==> src/rtl/conv_encoder_k3_if.sv <==
// Handshake bundle for the K=3 convolutional encoder.
// Upstream side: i_valid/o_ready/i_data carry one information word per frame.
// Downstream side: o_valid/i_ready/o_data/o_last carry one code symbol per beat.
// Both sides use strict valid/ready semantics: a transfer happens on a rising
// clock edge where valid and ready are both high; once valid is raised, the
// payload must stay stable until that edge.
interface conv_encoder_k3_if #(
  parameter int DATA_W = 8
);
  logic              i_valid;
  logic              o_ready;
  logic [DATA_W-1:0] i_data;
  logic              i_ready;
  logic [1:0]        o_data;
  logic              o_valid;
  logic              o_last;
  logic              o_busy;
  logic [1:0]        dbg_state;

  // Encoder side.
  modport slave (
    input  i_valid, i_data, i_ready,
    output o_ready, o_data, o_valid, o_last, o_busy, dbg_state
  );

  // Word source and symbol sink side.
  modport master (
    output i_valid, i_data, i_ready,
    input  o_ready, o_data, o_valid, o_last, o_busy, dbg_state
  );
endinterface

==> src/rtl/conv_encoder_k3.sv <==
// Rate-1/2, K=3 convolutional encoder (default generators 7,5 octal).
// One DATA_W-bit word per frame is shifted out MSB first, one 2-bit symbol
// {g0,g1} per bit, optionally followed by two zero-input tail symbols that
// return the encoder to state 00. Every frame starts from state 00.
module conv_encoder_k3 #(
  parameter int         DATA_W  = 8,
  parameter int         TAIL_EN = 1,
  parameter logic [2:0] G0      = 3'b111,
  parameter logic [2:0] G1      = 3'b101
) (
  input  logic           i_clk,
  input  logic           i_rst,
  conv_encoder_k3_if.slave bus
);

  localparam int            CW       = $clog2(DATA_W + 1);
  localparam logic [CW-1:0] LAST_CNT = CW'(DATA_W);
  localparam logic [CW-1:0] PEN_CNT  = CW'(DATA_W - 1);

  typedef enum logic [1:0] {
    IDLE  = 2'd0,
    SHIFT = 2'd1,
    TAIL  = 2'd2
  } state_t;

  state_t            state;
  logic [DATA_W-1:0] sreg;      // remaining data bits, next one at the MSB
  logic              s1;        // most recent input bit
  logic              s2;        // input bit before s1
  logic [CW-1:0]     cnt;       // symbols emitted in the current phase
  logic [1:0]        data_q;
  logic              valid_q;
  logic              last_q;
  logic              ready;
  logic              accept;
  logic              advance;

  // Code symbol for input u with encoder state {a,b}.
  function automatic logic [1:0] enc(input logic u, input logic a, input logic b);
    enc = {^(G0 & {u, a, b}), ^(G1 & {u, a, b})};
  endfunction

  // Ready when idle, or when the final symbol leaves this cycle so the next
  // word can be taken on the same edge without a bubble.
  always_comb begin
    ready   = !i_rst && ((state == IDLE) || (valid_q && last_q && bus.i_ready));
    accept  = bus.i_valid && ready;
    advance = valid_q && bus.i_ready;
  end

  // Frame sequencing, symbol generation and encoder state update.
  always_ff @(posedge i_clk or posedge i_rst) begin
    if (i_rst) begin
      state   <= IDLE;
      sreg    <= '0;
      s1      <= 1'b0;
      s2      <= 1'b0;
      cnt     <= '0;
      data_q  <= 2'b00;
      valid_q <= 1'b0;
      last_q  <= 1'b0;
    end else if (accept) begin
      // New frame: first symbol from the MSB with state forced to 00.
      sreg    <= bus.i_data << 1;
      data_q  <= enc(bus.i_data[DATA_W-1], 1'b0, 1'b0);
      s1      <= bus.i_data[DATA_W-1];
      s2      <= 1'b0;
      cnt     <= CW'(1);
      valid_q <= 1'b1;
      last_q  <= 1'b0;
      state   <= SHIFT;
    end else if (advance) begin
      if (last_q) begin
        // Final symbol consumed with no follow-on word.
        state   <= IDLE;
        valid_q <= 1'b0;
        last_q  <= 1'b0;
        data_q  <= 2'b00;
        s1      <= 1'b0;
        s2      <= 1'b0;
        cnt     <= '0;
      end else if ((state == SHIFT) && (cnt != LAST_CNT)) begin
        // Next data bit.
        data_q <= enc(sreg[DATA_W-1], s1, s2);
        s1     <= sreg[DATA_W-1];
        s2     <= s1;
        sreg   <= sreg << 1;
        cnt    <= cnt + 1'b1;
        last_q <= (TAIL_EN == 0) && (cnt == PEN_CNT);
      end else if (state == SHIFT) begin
        // Data exhausted and not last, so the tail is enabled: first flush bit.
        state  <= TAIL;
        data_q <= enc(1'b0, s1, s2);
        s1     <= 1'b0;
        s2     <= s1;
        cnt    <= CW'(1);
        last_q <= 1'b0;
      end else begin
        // Second flush bit ends the frame.
        data_q <= enc(1'b0, s1, s2);
        s1     <= 1'b0;
        s2     <= s1;
        cnt    <= CW'(2);
        last_q <= 1'b1;
      end
    end
  end

  assign bus.o_ready   = ready;
  assign bus.o_data    = data_q;
  assign bus.o_valid   = valid_q;
  assign bus.o_last    = last_q;
  assign bus.o_busy    = (state != IDLE);
  assign bus.dbg_state = state;

endmodule

==> src/flat_wrapper.sv <==
// flat-port wrapper written by rule: the top's interface ports become plain ports
module conv_encoder_k3_flat 
#(
  parameter int         DATA_W  = 8,
  parameter int         TAIL_EN = 1,
  parameter logic [2:0] G0      = 3'b111,
  parameter logic [2:0] G1      = 3'b101
)
  (i_clk, i_rst, bus_i_valid, bus_i_data, bus_i_ready, bus_o_ready, bus_o_data, bus_o_valid, bus_o_last, bus_o_busy, bus_dbg_state);
  conv_encoder_k3_if #(.DATA_W(DATA_W)) bus_i ();
  input  logic i_clk;
  input  logic i_rst;
  input wire logic [$bits(bus_i.i_valid)-1:0] bus_i_valid;
  input wire logic [$bits(bus_i.i_data)-1:0] bus_i_data;
  input wire logic [$bits(bus_i.i_ready)-1:0] bus_i_ready;
  output wire logic [$bits(bus_i.o_ready)-1:0] bus_o_ready;
  output wire logic [$bits(bus_i.o_data)-1:0] bus_o_data;
  output wire logic [$bits(bus_i.o_valid)-1:0] bus_o_valid;
  output wire logic [$bits(bus_i.o_last)-1:0] bus_o_last;
  output wire logic [$bits(bus_i.o_busy)-1:0] bus_o_busy;
  output wire logic [$bits(bus_i.dbg_state)-1:0] bus_dbg_state;
  assign bus_i.i_valid = bus_i_valid;
  assign bus_i.i_data = bus_i_data;
  assign bus_i.i_ready = bus_i_ready;
  assign bus_o_ready = bus_i.o_ready;
  assign bus_o_data = bus_i.o_data;
  assign bus_o_valid = bus_i.o_valid;
  assign bus_o_last = bus_i.o_last;
  assign bus_o_busy = bus_i.o_busy;
  assign bus_dbg_state = bus_i.dbg_state;
  conv_encoder_k3 #(.DATA_W(DATA_W), .TAIL_EN(TAIL_EN), .G0(G0), .G1(G1)) u_core (.i_clk(i_clk), .i_rst(i_rst), .bus(bus_i));
endmodule
==> config.mk <==
export PLATFORM = sky130hd
export DESIGN_NAME = conv_encoder_k3_flat
export DESIGN_NICKNAME = d
export VERILOG_FILES = /design/src/rtl/conv_encoder_k3_if.sv /design/src/rtl/conv_encoder_k3.sv /design/src/flat_wrapper.sv
export SDC_FILE = /design/constraint.sdc
export NUM_CORES = 1
export LEC_CHECK = 0
export CAP_MARGIN = 5
export CORE_ASPECT_RATIO = 1.25
export CORE_MARGIN = 5
export CORE_UTILIZATION = 40
export CTS_CLUSTER_SIZE = 24
export DETAILED_ROUTE_END_ITERATION = 8
export PLACE_DENSITY = 0.68
export SYNTH_ARGS = -nofsm -noshare
export SYNTH_HDL_FRONTEND = slang
export SYNTH_SLANG_ARGS = --single-unit
==> constraint.sdc <==
create_clock -name i_clk -period 2.25 [get_ports i_clk]
set_clock_uncertainty 0.05 [all_clocks]
set_input_delay 0.225 -clock i_clk [delete_from_list [all_inputs] [get_ports i_clk]]
set_output_delay 0.225 -clock i_clk [all_outputs]
set_load 0.005 [all_outputs]
==> metrics.log <==
[metrics] max-cap check violation count: 0
[metrics] wire length of the first global-routing pass: 3912 um
[metrics] vias in the first global route: 882
[metrics] final hold vios: 0
[metrics] Post-CTS Setup Repair Bufs: 0
[metrics] kind of start point of the critical path: flip-flop
[metrics] maximum buffer depth of the clock tree: 2
[metrics] cell area after synthesis: 1050 sq um
[metrics] post-synthesis average cell area: 9.290 sq um
[metrics] worst skew pair latency: 0.30 ns
[metrics] worst-path fanout max: 5
[metrics] net count after synthesis: 127
[metrics] endpoints failing setup: 0
[metrics] largest net degree at the start of global routing: 20
[metrics] number of antenna violations at the first check in global routing: 0
[metrics] critical path data required time: 1.98 ns
[metrics] Sinks on Clock Net: 19
[metrics] ys async rst share: 100.0%
[metrics] status: finished clean
[metrics] port bufs: 19
[metrics] clock tree from TritonCTS: yes
[metrics] die boundary width: 55.82 um
[metrics] routed vias: 891
[metrics] post-CTS sizing: 0
[metrics] routability congestion estimate from global placement: 0.8264
[metrics] depth of the worst hold-timing path: 3
[metrics] flops & latches, synth: 19
[metrics] Register-to-Register Setup Slack: 0.57 ns
[metrics] cts bufs inserted: 3
[metrics] die span in y: 67.28 um
[metrics] post-layout min period: 1.935 ns
[metrics] Worst-Margin Slew: 0.7301 ns
[metrics] Global Route Usage Sum: 13.29%
[metrics] commonest non-fill, non-tap cells in the layout: 19 x clkdlybuf4s50_1, 19 x dfrtp_1, 14 x a21oi_1, 14 x nand2_1, 8 x inv_1
[metrics] # DRC: 0
[metrics] Hold Buf Count CTS: 0
[metrics] clock transition at the register clock pins on the worst setup and hold paths after CTS: 0.10 ns
[metrics] max-slew violation total from the final report: 0
[metrics] Reg2Reg Launch Point: u_core.cnt[0]
[metrics] Register-to-Register Path Depth: 6
[metrics] count of nets left with antenna violations after detail routing: 0
[metrics] Gate Count Post-Synth: 113
[metrics] signed area change from the synthesized netlist to the final layout: 22.65%
[metrics] hold path start: bus_i_data[0]
[metrics] row cnt: 20
[metrics] synth unique cells: 34
[metrics] arrival time of data at the critical path endpoint: 1.66 ns
[metrics] headroom to the max-slew limit: 51.28%
[metrics] crit end category: output port
[metrics] sum of routed wire length over all layers: 2280 um
[metrics] most instantiated flip-flop cell in the synthesis netlist: dfrtp_1
[metrics] number of DRC markers in iteration 0: 32
[metrics] number of enable-type register cells in the synthesized netlist: 0
[metrics] number of inserted diodes: 0
[metrics] number of detailed-routing iterations run before antenna repair: 4
[metrics] root buffer cell: clkbuf_4
[metrics] Pwr Density: 1224 nW/um^2
[metrics] post-route cell area: 1287 sq um
[metrics] H-tree lvl count: 1
[metrics] setup TNS: 0 ns
[metrics] register area share after synthesis: 45.29%
[metrics] area inside the core boundary: 2477 sq um
[metrics] I/O pin cnt: 20
[metrics] f_max: 0.5168 GHz
[metrics] leakage power: 0.0005814 uW
[metrics] worst vdd ir: 0.4774 mV
[metrics] Total Nets Final: 149
[metrics] WL/cell: 13.65 um
[metrics] critical path class: reg -> out
[metrics] starting density of the core: 42.37%
[metrics] RSZ-0062 raised after global routing: no
[metrics] total overflow reported by the global router: 0
[metrics] via count normalized by instance count: 5.335
[metrics] hold worst-path end: u_core.sreg[1]
[metrics] worst hold path type: in -> reg
[metrics] placed wire-length estimate after detailed placement: 1731 um
[metrics] total placed instance area: 1261 sq um
[metrics] warnings from Yosys: 0
[metrics] area enclosed by the die boundary: 3755 sq um
[metrics] share of cells above drive strength 1: 7.463%
[metrics] RR Endpoint: u_core.sreg[3]
[metrics] share of the clock period used by the worst path after layout: 85.99%
[through the flow]
step           instances  total power [uW]  worst slack [ns]  utilization (%)  hold WS [ns]
5_1_grt              167              1720            0.2419            51.97        0.3812
4_1_cts              167              1597            0.2941            51.97        0.3901
3_3_place_gp         163              1396            0.4224            50.91        0.4250
3_5_place_dp         163              1418            0.3895            50.91        0.4390
6_report             167              1576            0.3152            51.97        0.3989
2_1_floorplan        113              1159            0.7631                -        0.1261
[worst max path at each step]
stage / start / endpoint / slack (ns) / depth (start not counted)
floorplan: u_core.cnt[0] / u_core.s1 / 0.76 / 5
global placement: bus_i_ready / u_core.bus.o_data[0] / 0.42 / 6
detailed placement: bus_i_ready / u_core.sreg[3] / 0.39 / 6
CTS: u_core.bus.dbg_state[1] / bus_o_ready / 0.29 / 3
global route: u_core.bus.dbg_state[1] / bus_o_ready / 0.24 / 3
finish: u_core.bus.dbg_state[1] / bus_o_ready / 0.32 / 3
[layer usage]
layer / global-route usage (%) / share of wire, % / vias up
li1: - / - / 442
met1: 14.76 / 43 / 427
met2: 25.00 / 51 / 18
met3: 2.103 / 4.1 / 4
met4: 6.231 / 1.4 / 0
met5: 0 / 0 / -
[cell families after synthesis]
kind of cell | after synthesis | share of synthesized area [%]
AND/OR/NAND/NOR | 45 | 23.24
AO/OA/AOI/OAI | 33 | 20.02
flip-flops | 19 | 45.29
buffers and inverters | 13 | 6.912
adder cells (fa/ha/maj) | 2 | 2.383
XOR/XNOR | 1 | 2.145
[flip-flops by register name, indices dropped and copies added (netlist names)]
| signal | count |
|---|---|
| u_core.sreg | 7 |
| u_core.cnt | 4 |
| u_core.bus.dbg_state | 2 |
| u_core.bus.o_data | 2 |
| u_core.bus.o_last | 1 |
| u_core.bus.o_valid | 1 |
| u_core.s1 | 1 |
| u_core.s2 | 1 |
[power by group]
part | switching, uW | total [uW] | leakage (uW) | internal (uW)
clock | 105 | 174 | 0.0000150 | 69.1
combinational | 377 | 784 | 0.000329 | 407
sequential | 122 | 618 | 0.000237 | 496
total | 603 | 1580 | 0.000581 | 973
[synthesized netlist by cell type, types with 2 or more instances]
cell type,number,area (sq um)
a31oi_1,2,12.51
inv_1,8,30.03
a21oi_1,14,70.07
dfrtp_1,19,475.5
buf_4,2,15.01
nand2b_1,2,12.51
and2_1,2,12.51
ha_1,2,25.02
nand3_1,6,30.03
o21ai_1,2,10.01
o21ai_0,4,20.02
a22o_1,2,17.52
nand2_1,14,52.55
a22oi_1,4,30.03
buf_6,2,22.52
nor3_1,3,15.01
nor2_1,7,26.28
and3_1,2,12.51
[worst max-delay path, stage by stage, from the launching register on]
cell,delay [ns]
dfrtp_1,0.43
or2_4,0.28
a21oi_1,0.14
clkdlybuf4s50_1,0.51
[cell type report]
type / count / area (sq um)
timing repair buffer: 22 / 212.7
tap: 33 / 41.29
multi-input combinational: 81 / 501.7
inverter: 8 / 30.03
sequential: 19 / 475.5
fill: 219 / 1190
clock buffer: 4 / 26.28
No activity file was read; power rests on OpenSTA's default activity.
